[config.mk]
export PLATFORM = sky130hd
export DESIGN_NAME = eth_tx_arbiter
export DESIGN_NICKNAME = d
export VERILOG_FILES = /design/src/rtl/eth_tx_arbiter.sv
export SDC_FILE = /design/constraint.sdc
export NUM_CORES = 1
export LEC_CHECK = 0
export CORE_MARGIN = 4
export CORE_UTILIZATION = 31
export CTS_CLUSTER_SIZE = 30
export DETAILED_ROUTE_END_ITERATION = 6
export MAX_ROUTING_LAYER = met4
export PLACE_DENSITY = 0.76
export SYNTH_ARGS = -nofsm -noshare
export SYNTH_HDL_FRONTEND = slang
export SYNTH_SLANG_ARGS = --single-unit
[constraint.sdc]
create_clock -name clk -period 2 [get_ports clk]
set_input_delay 0.2 -clock clk [delete_from_list [all_inputs] [get_ports clk]]
set_output_delay 0.2 -clock clk [all_outputs]
set_load 0.05 [all_outputs]
[src/rtl/eth_tx_arbiter.sv]
// -----------------------------------------------------------------------------
// eth_tx_arbiter
//
// Packet-level round-robin arbiter that shares one Ethernet transmit path
// (framer -> packet FIFO -> MAC) between NUM_INPUTS AXI-Stream packet sources.
// A whole packet is granted at a time. The granted source's per-packet sideband
// (dst_mac, ethertype) is captured at grant time. It is held stable on the
// output until the packet's tlast handshake.
//
// Optional feature (compile-time macro ETH_TX_ARB_PRIORITY_EN):
//   defined   : input 0 has strict priority at every arbitration. Otherwise
//               round-robin runs over inputs 1..NUM_INPUTS-1.
//   undefined : pure round-robin over all inputs.
//   The port list is identical in both builds.
//
// Ports:
//   clk               sole clock
//   areset            asynchronous, active-high reset
//   axis_i_tready     per-input ready (only the granted input sees downstream ready)
//   axis_i_tvalid     per-input valid
//   axis_i_tlast      per-input last
//   axis_i_tkeep      per-input keep, input k at slice k
//   axis_i_tdata      per-input data, input k at slice k
//   axis_i_dst_mac    per-input destination MAC, valid while that tvalid is high
//   axis_i_ethertype  per-input ethertype, same validity as dst_mac
//   axis_o_tready     downstream ready
//   axis_o_tvalid     output valid (combinational from granted input)
//   axis_o_tlast      output last
//   axis_o_tkeep      output keep
//   axis_o_tdata      output data
//   axis_o_dst_mac    captured sideband of the granted packet
//   axis_o_ethertype  captured sideband of the granted packet
//   grant_valid       a packet is currently granted
//   grant_idx         index of the granted (or last granted) input
// -----------------------------------------------------------------------------
module eth_tx_arbiter #(
  parameter  int AXIS_BYTES = 4,
  parameter  int NUM_INPUTS = 2,
  localparam int GRANT_W    = $clog2(NUM_INPUTS)
) (
  input  logic                             clk,
  input  logic                             areset,
  output logic [NUM_INPUTS-1:0]            axis_i_tready,
  input  logic [NUM_INPUTS-1:0]            axis_i_tvalid,
  input  logic [NUM_INPUTS-1:0]            axis_i_tlast,
  input  logic [NUM_INPUTS*AXIS_BYTES-1:0] axis_i_tkeep,
  input  logic [NUM_INPUTS*AXIS_BYTES*8-1:0] axis_i_tdata,
  input  logic [NUM_INPUTS*48-1:0]         axis_i_dst_mac,
  input  logic [NUM_INPUTS*16-1:0]         axis_i_ethertype,
  input  logic                             axis_o_tready,
  output logic                             axis_o_tvalid,
  output logic                             axis_o_tlast,
  output logic [AXIS_BYTES-1:0]            axis_o_tkeep,
  output logic [AXIS_BYTES*8-1:0]          axis_o_tdata,
  output logic [47:0]                      axis_o_dst_mac,
  output logic [15:0]                      axis_o_ethertype,
  output logic                             grant_valid,
  output logic [GRANT_W-1:0]               grant_idx
);

  localparam int DATA_W = AXIS_BYTES * 8;

  typedef enum logic {
    IDLE  = 1'b0,
    GRANT = 1'b1
  } state_t;

  state_t             state_q, state_d;
  logic [GRANT_W-1:0] rr_ptr_q, rr_ptr_d;
  logic [GRANT_W-1:0] grant_idx_q, grant_idx_d;
  logic               grant_valid_q, grant_valid_d;
  logic [47:0]        dst_mac_q, dst_mac_d;
  logic [15:0]        ethertype_q, ethertype_d;

  logic [GRANT_W-1:0] sel;
  logic               pkt_done;

  // First requester at or after ptr, wrapping through all inputs.
  function automatic logic [GRANT_W-1:0] rr_pick(
    input logic [NUM_INPUTS-1:0] req,
    input logic [GRANT_W-1:0]    ptr
  );
    int                 idx;
    logic [GRANT_W-1:0] idx_w;
    logic               found;
    rr_pick = '0;
    found   = 1'b0;
    for (int i = 0; i < NUM_INPUTS; i++) begin
      idx = int'(ptr) + i;
      if (idx >= NUM_INPUTS) idx = idx - NUM_INPUTS;
      idx_w = idx[GRANT_W-1:0];
      if (!found && req[idx_w]) begin
        found   = 1'b1;
        rr_pick = idx_w;
      end
    end
  endfunction

  // Input 0 wins outright. Otherwise round-robin over 1..NUM_INPUTS-1.
  // A pointer of 0 is treated as 1 so that input 0 is never part of the rotation.
  function automatic logic [GRANT_W-1:0] prio_pick(
    input logic [NUM_INPUTS-1:0] req,
    input logic [GRANT_W-1:0]    ptr
  );
    int                 start;
    int                 idx;
    logic [GRANT_W-1:0] idx_w;
    logic               found;
    prio_pick = '0;
    found     = 1'b0;
    if (!req[0]) begin
      start = (ptr == '0) ? 1 : int'(ptr);
      for (int i = 0; i < NUM_INPUTS - 1; i++) begin
        idx = start + i;
        if (idx >= NUM_INPUTS) idx = idx - NUM_INPUTS + 1;
        idx_w = idx[GRANT_W-1:0];
        if (!found && req[idx_w]) begin
          found     = 1'b1;
          prio_pick = idx_w;
        end
      end
    end
  endfunction

`ifdef ETH_TX_ARB_PRIORITY_EN
  assign sel = prio_pick(axis_i_tvalid, rr_ptr_q);
`else
  assign sel = rr_pick(axis_i_tvalid, rr_ptr_q);
`endif

  // The packet ends on the granted input's tlast handshake.
  assign pkt_done = (state_q == GRANT) && axis_o_tvalid && axis_o_tready && axis_o_tlast;

  always_comb begin
    state_d       = state_q;
    rr_ptr_d      = rr_ptr_q;
    grant_idx_d   = grant_idx_q;
    grant_valid_d = grant_valid_q;
    dst_mac_d     = dst_mac_q;
    ethertype_d   = ethertype_q;

    axis_i_tready = '0;
    axis_o_tvalid = 1'b0;
    axis_o_tlast  = 1'b0;
    axis_o_tkeep  = '0;
    axis_o_tdata  = '0;

    case (state_q)
      IDLE: begin
        if (|axis_i_tvalid) begin
          grant_idx_d   = sel;
          dst_mac_d     = axis_i_dst_mac[int'(sel)*48 +: 48];
          ethertype_d   = axis_i_ethertype[int'(sel)*16 +: 16];
          grant_valid_d = 1'b1;
          state_d       = GRANT;
        end
      end

      GRANT: begin
        // Beats pass straight through. The grant holds even if the source
        // drops tvalid mid-packet.
        axis_o_tvalid              = axis_i_tvalid[grant_idx_q];
        axis_o_tlast               = axis_i_tlast[grant_idx_q];
        axis_o_tkeep               = axis_i_tkeep[int'(grant_idx_q)*AXIS_BYTES +: AXIS_BYTES];
        axis_o_tdata               = axis_i_tdata[int'(grant_idx_q)*DATA_W +: DATA_W];
        axis_i_tready[grant_idx_q] = axis_o_tready;

        if (pkt_done) begin
          if (int'(grant_idx_q) == NUM_INPUTS - 1) begin
            rr_ptr_d = '0;
          end else begin
            rr_ptr_d = grant_idx_q + 1'b1;
          end
          grant_valid_d = 1'b0;
          state_d       = IDLE;
        end
      end

      default: begin
        state_d = IDLE;
      end
    endcase
  end

  always_ff @(posedge clk or posedge areset) begin
    if (areset) begin
      state_q       <= IDLE;
      rr_ptr_q      <= '0;
      grant_idx_q   <= '0;
      grant_valid_q <= 1'b0;
      dst_mac_q     <= '0;
      ethertype_q   <= '0;
    end else begin
      state_q       <= state_d;
      rr_ptr_q      <= rr_ptr_d;
      grant_idx_q   <= grant_idx_d;
      grant_valid_q <= grant_valid_d;
      dst_mac_q     <= dst_mac_d;
      ethertype_q   <= ethertype_d;
    end
  end

  assign axis_o_dst_mac   = dst_mac_q;
  assign axis_o_ethertype = ethertype_q;
  assign grant_valid      = grant_valid_q;
  assign grant_idx        = grant_idx_q;

endmodule

* Word level (Yosys, flattened, before mapping)
Index checks and enable logic that the tools add are counted.
** Storage, ports and cells
- Logic and storage cells :: 62
- Input bits :: 207
- Flip-flop bits (word level) :: 68
** Cells by class
- Multiply operators :: 1
- Shifts and indexed selects :: 4
- Bitwise logic cells :: 2
- Reductions and logical operators :: 10
- Equality and inequality tests :: 2
- Multiplexer cells :: 27
- Order comparisons :: 6
- Add/subtract/negate cells :: 4
** Operators with widths (count)
- variable part select 96 x 8 -> 48 bit :: 1
- variable part select 64 x 7 -> 32 bit :: 1
- 2-to-1 mux 32 bit :: 1
- variable part select 32 x 6 -> 16 bit :: 1
- 2-to-1 mux 1 bit :: 21
- variable part select 8 x 4 -> 4 bit :: 1
- less-than comparator 1 x 2 -> 1 bit, second input constant :: 3
- AND reduction 2 bit :: 3
- logical AND 1 bit :: 5
- 2-to-1 mux 4 bit :: 1
- one-hot mux 1 bit (2 select lines) :: 2
- multiplier 1 x 2 -> 3 bit, second input constant :: 1
- adder 1 x 1 -> 2 bit, second input constant :: 1
- bitwise AND 2 bit :: 1
- >= comparator 1 x 2 -> 1 bit, second input constant :: 1
- >= comparator 2 bit, second input constant :: 1
- 2-to-1 mux 2 bit :: 1
- != test 2 x 1 -> 1 bit, second input constant :: 1
- != test 2 bit, second input constant :: 1
- OR reduction 2 bit :: 1
- subtractor 1 bit, second input constant :: 2
- adder 1 bit, second input constant :: 1
- demux 1 bit (select 1 bit) :: 1
- >= comparator 1 bit, second input constant :: 1
- 2 further kinds :: 2

* Logic depth before layout (Yosys ltp)
- Depth in word-level cells :: 10
- Gate-level depth with buffers :: 5
- Mapped depth without buffers :: 3

* Least setup slack after synthesis
Ideal clock, no wire load.
- Path type :: register to output
- Start :: register grant_idx_q, in the netlist grant_idx
- End :: output port axis_o_tdata[13]
- Cell stages (with the launch flop) :: 6
- Arrival time :: 1964 ps
- Slack :: -164 ps
- Buffers on the path :: 3
- Path through :: dfrtp_1 buf_4 buf_6 buf_4 mux2i_1 nor2b_1
** Between the ends
- Cells in the longest elaborated chain, start to end :: 2
** Ends and longest elaborated chain
- from (decl) :: RTL line 70 : logic [GRANT_W-1:0] grant_idx_q, grant_idx_d;
- from (signal assigned) :: RTL line 196 : grant_idx_q <= grant_idx_d;
- variable part select 64 x 7 -> 32 bit :: RTL line 165 : axis_o_tdata = axis_i_tdata[int'(grant_idx_q)*DATA_W +: DATA_W];
- 2-to-1 mux 32 bit :: RTL line 148 : case (state_q)
- to (decl) :: RTL line 54 : output logic [AXIS_BYTES*8-1:0] axis_o_tdata,
Every way passes these cells.

* Final worst setup path
- Start :: register grant_idx_q, in the netlist grant_idx
- End :: output port axis_o_tdata[10]
The elaborated chain is that of the path after synthesis.

==> results.ini <==
[detailed_routing]
drc = 0
antenna_left = 0
dr_total_vias = 4661
vias_per_cell = 5.02
wl_per_cell_um = 17.5
wl_um = 16200
drt_first_pass_iters = 7
drt_iter0_drc = 459

[global_route]
grt_usage = 0.204
grt_pass1_vias = 4687
antenna_found_initial = 0
gr-total-overflow = 0
grt_max_degree = 90
grt_pass1_wl_um = 23700

[job]
max_cap_viol_count = 0

[worst_setup_path]
reg2reg_from = grant_idx$_DFFE_PP0P_
critPathArrivalTime_ps = 1600
r2r_setup_slack_ps = 660
endpoint_kind = output pin
start_kind = flop
criticalPathCategory = flop to output pin
critPathMaxFanout = 16
r2r_end = rr_ptr_q$_DFFE_PP0P_
cp_data_required_time_ps = 1800
rr_worst_depth = 3
endpoint = axis_o_tdata[10]
startpoint = grant_idx$_DFFE_PP0P_

[cells_and_area]
drive_gt1_frac = 0.138
postLayoutCellArea_mm2 = 0.00814
syn2layout_area_growth_pct = 95.6
fin_cells = 928
num_antenna_cells = 0
num-fill-cells = 1052
design.final.nets = 954

[yosys]
synth.ff_latch_count = 68
async_reset_ff_frac = 1.00
synth_enable_flop_cells = 0
synth_cells = 464
avgSynthCellArea_um2 = 8.97
synth_top_area_share = 0.409
synthFlopType = dfrtp_1
synthTopCellsByArea = dfrtp_1 (41%), nand3b_1 (12%), a31oi_1 (9.6%)
synth.distinct_cells = 23
netlist_area_mm2 = 0.00416
syn-num-nets = 671
synth.yosys.seq_area_share = 0.409
yosys_warnings = 0
yosys.area.top_type = dfrtp_1

[pwr]
power_frac_seq = 0.192
p_leak_uw = 0.00314
pwr-share-clk = 0.122
p_sw_uw = 6210
ir_drop_uv = 887
intPower_uw = 6540
fin_total_pwr_uw = 12800
combPwrFrac = 0.685
p_sw_frac = 0.487
cellPowerDensity_mw_per_mm2 = 1570

[clock_tree]
ctsHoldBuffers = 0
cts-resized-gates = 0
path_clk_slew_ps = 50
clock-sinks = 68
cts_tree = done
cts-root-buf = clkbuf_16
clock_latency_ps = 330
cts_htree_levels = 3
post-cts-setup-buffers = 0
clk_path_buf_depth = 2
cts_buffers = 9

[timing]
post-route-period-util = 0.900
rsz0062_at_grt = no
setup_viol = 0
max_freq_mhz = 555
fin_ws_ps = 199
hold_viol_final = 0
slew_headroom = 0.622
tightest_slew_ps = 566
drv_slew = 0
finClkSkew_ps = 8.92
layout_min_cycle_time_ps = 1800
fin_tns_setup_ps = 0

[die]
die_h_um = 124
die_w_um = 124
initial_core_util = 0.316
die_area_mm2 = 0.0153
io_pins = 313
rows = 42
coreArea_mm2 = 0.0132

[placed_design]
numPortBuffers = 312
placedCellCount = 912
gp_congestion = 0.823
placed_area_mm2 = 0.00785
dp_hpwl_um = 12700
place_ws_ps = 318

[run_status]
status = finished clean

[hold_path]
hp-class = input port to flop

==> state kept, by name, indices dropped and copies added (netlist names) <==
signal,count
rr_ptr_q,1
grant_valid,1
grant_idx,1
axis_o_dst_mac,48
state_q,1
axis_o_ethertype,16
==> logic make-up after synthesis <==
family / synth area share
simple gates: 0.243
mux: 0.0950
compound gates: 0.183
buf+inv: 0.0703
flops: 0.409
==> metrics by stage <==
step | hold WS, ps | util
3_3_place_gp | 471 | 0.595
6_report | 217 | 0.617
3_5_place_dp | 498 | 0.595
2_1_floorplan | 339 | -
5_1_grt | 225 | 0.617
4_1_cts | 209 | 0.617
==> cell usage after synthesis (7+ instances only) <==
library cell  number
dfrtp_1           68
buf_2             20
mux2i_1           38
nand3b_1          64
o21ai_1           12
buf_4              9
clkbuf_1          12
a31oi_1           64
nor2_1            66
nor2b_1           38
clkbuf_2           7
o21ai_0           52
==> power by group through the flow <==
stage	combinational (uW)	sequential [uW]	clock (uW)
after floorplan	2990	4720	0
after global routing	9140	2530	1660
final	8740	2450	1560
after detailed placement	8800	2480	0
after global placement	8710	2430	0
after CTS	8810	2460	1590
==> worst min path at each step <==
stage,slack (ps),from,depth (start not counted),to
3_3_place_gp,470,grant_valid$_DFFE_PP0P_,1,grant_valid$_DFFE_PP0P_
4_1_cts,210,axis_i_tvalid[1],2,state_q$_DFF_PP0_
6_report,220,axis_i_tvalid[1],2,state_q$_DFF_PP0_
2_1_floorplan,340,axis_i_tvalid[0],1,state_q$_DFF_PP0_
5_1_grt,230,axis_i_tvalid[1],2,state_q$_DFF_PP0_
3_5_place_dp,500,grant_valid$_DFFE_PP0P_,1,grant_valid$_DFFE_PP0P_
==> metal layers <==
metal,part of all wire,track usage,vias to the layer above
met5,0,-,-
met4,0.030,0.0817,0
met3,0.086,0.0459,29
met2,0.52,0.370,239
met1,0.36,0.214,2170
li1,-,-,2223
==> critical path: stages, from the launching register on <==
cell	delay (ps)
dfrtp_2	440
buf_4	300
mux2i_1	290
nor2b_2	90
buf_12	150
==> cell usage in the layout (no fill, tap or decap), types with 6 or more instances in the layout <==
cell / n
nor2b_1: 10
nand3b_1: 64
buf_4: 6
o21ai_0: 52
nor2b_2: 28
a31oi_1: 64
nor2_1: 65
dfrtp_1: 67
clkdlybuf4s50_1: 270
mux2i_1: 38
o21ai_1: 12
clkbuf_16: 9
buf_12: 46
==> layout make-up <==
cell class,count,area (um2),area share
Clock buffer,10,229,0.0281
Clock inverter,6,63.8,0.00784
Inverter,3,11.3,0.00138
Multi-Input combinational cell,342,2240,0.275
Sequential cell,68,1700,0.209
Tap cell,176,220,0.0270
Timing Repair Buffer,323,3670,0.451
No activity file was read; power rests on OpenSTA's default activity.
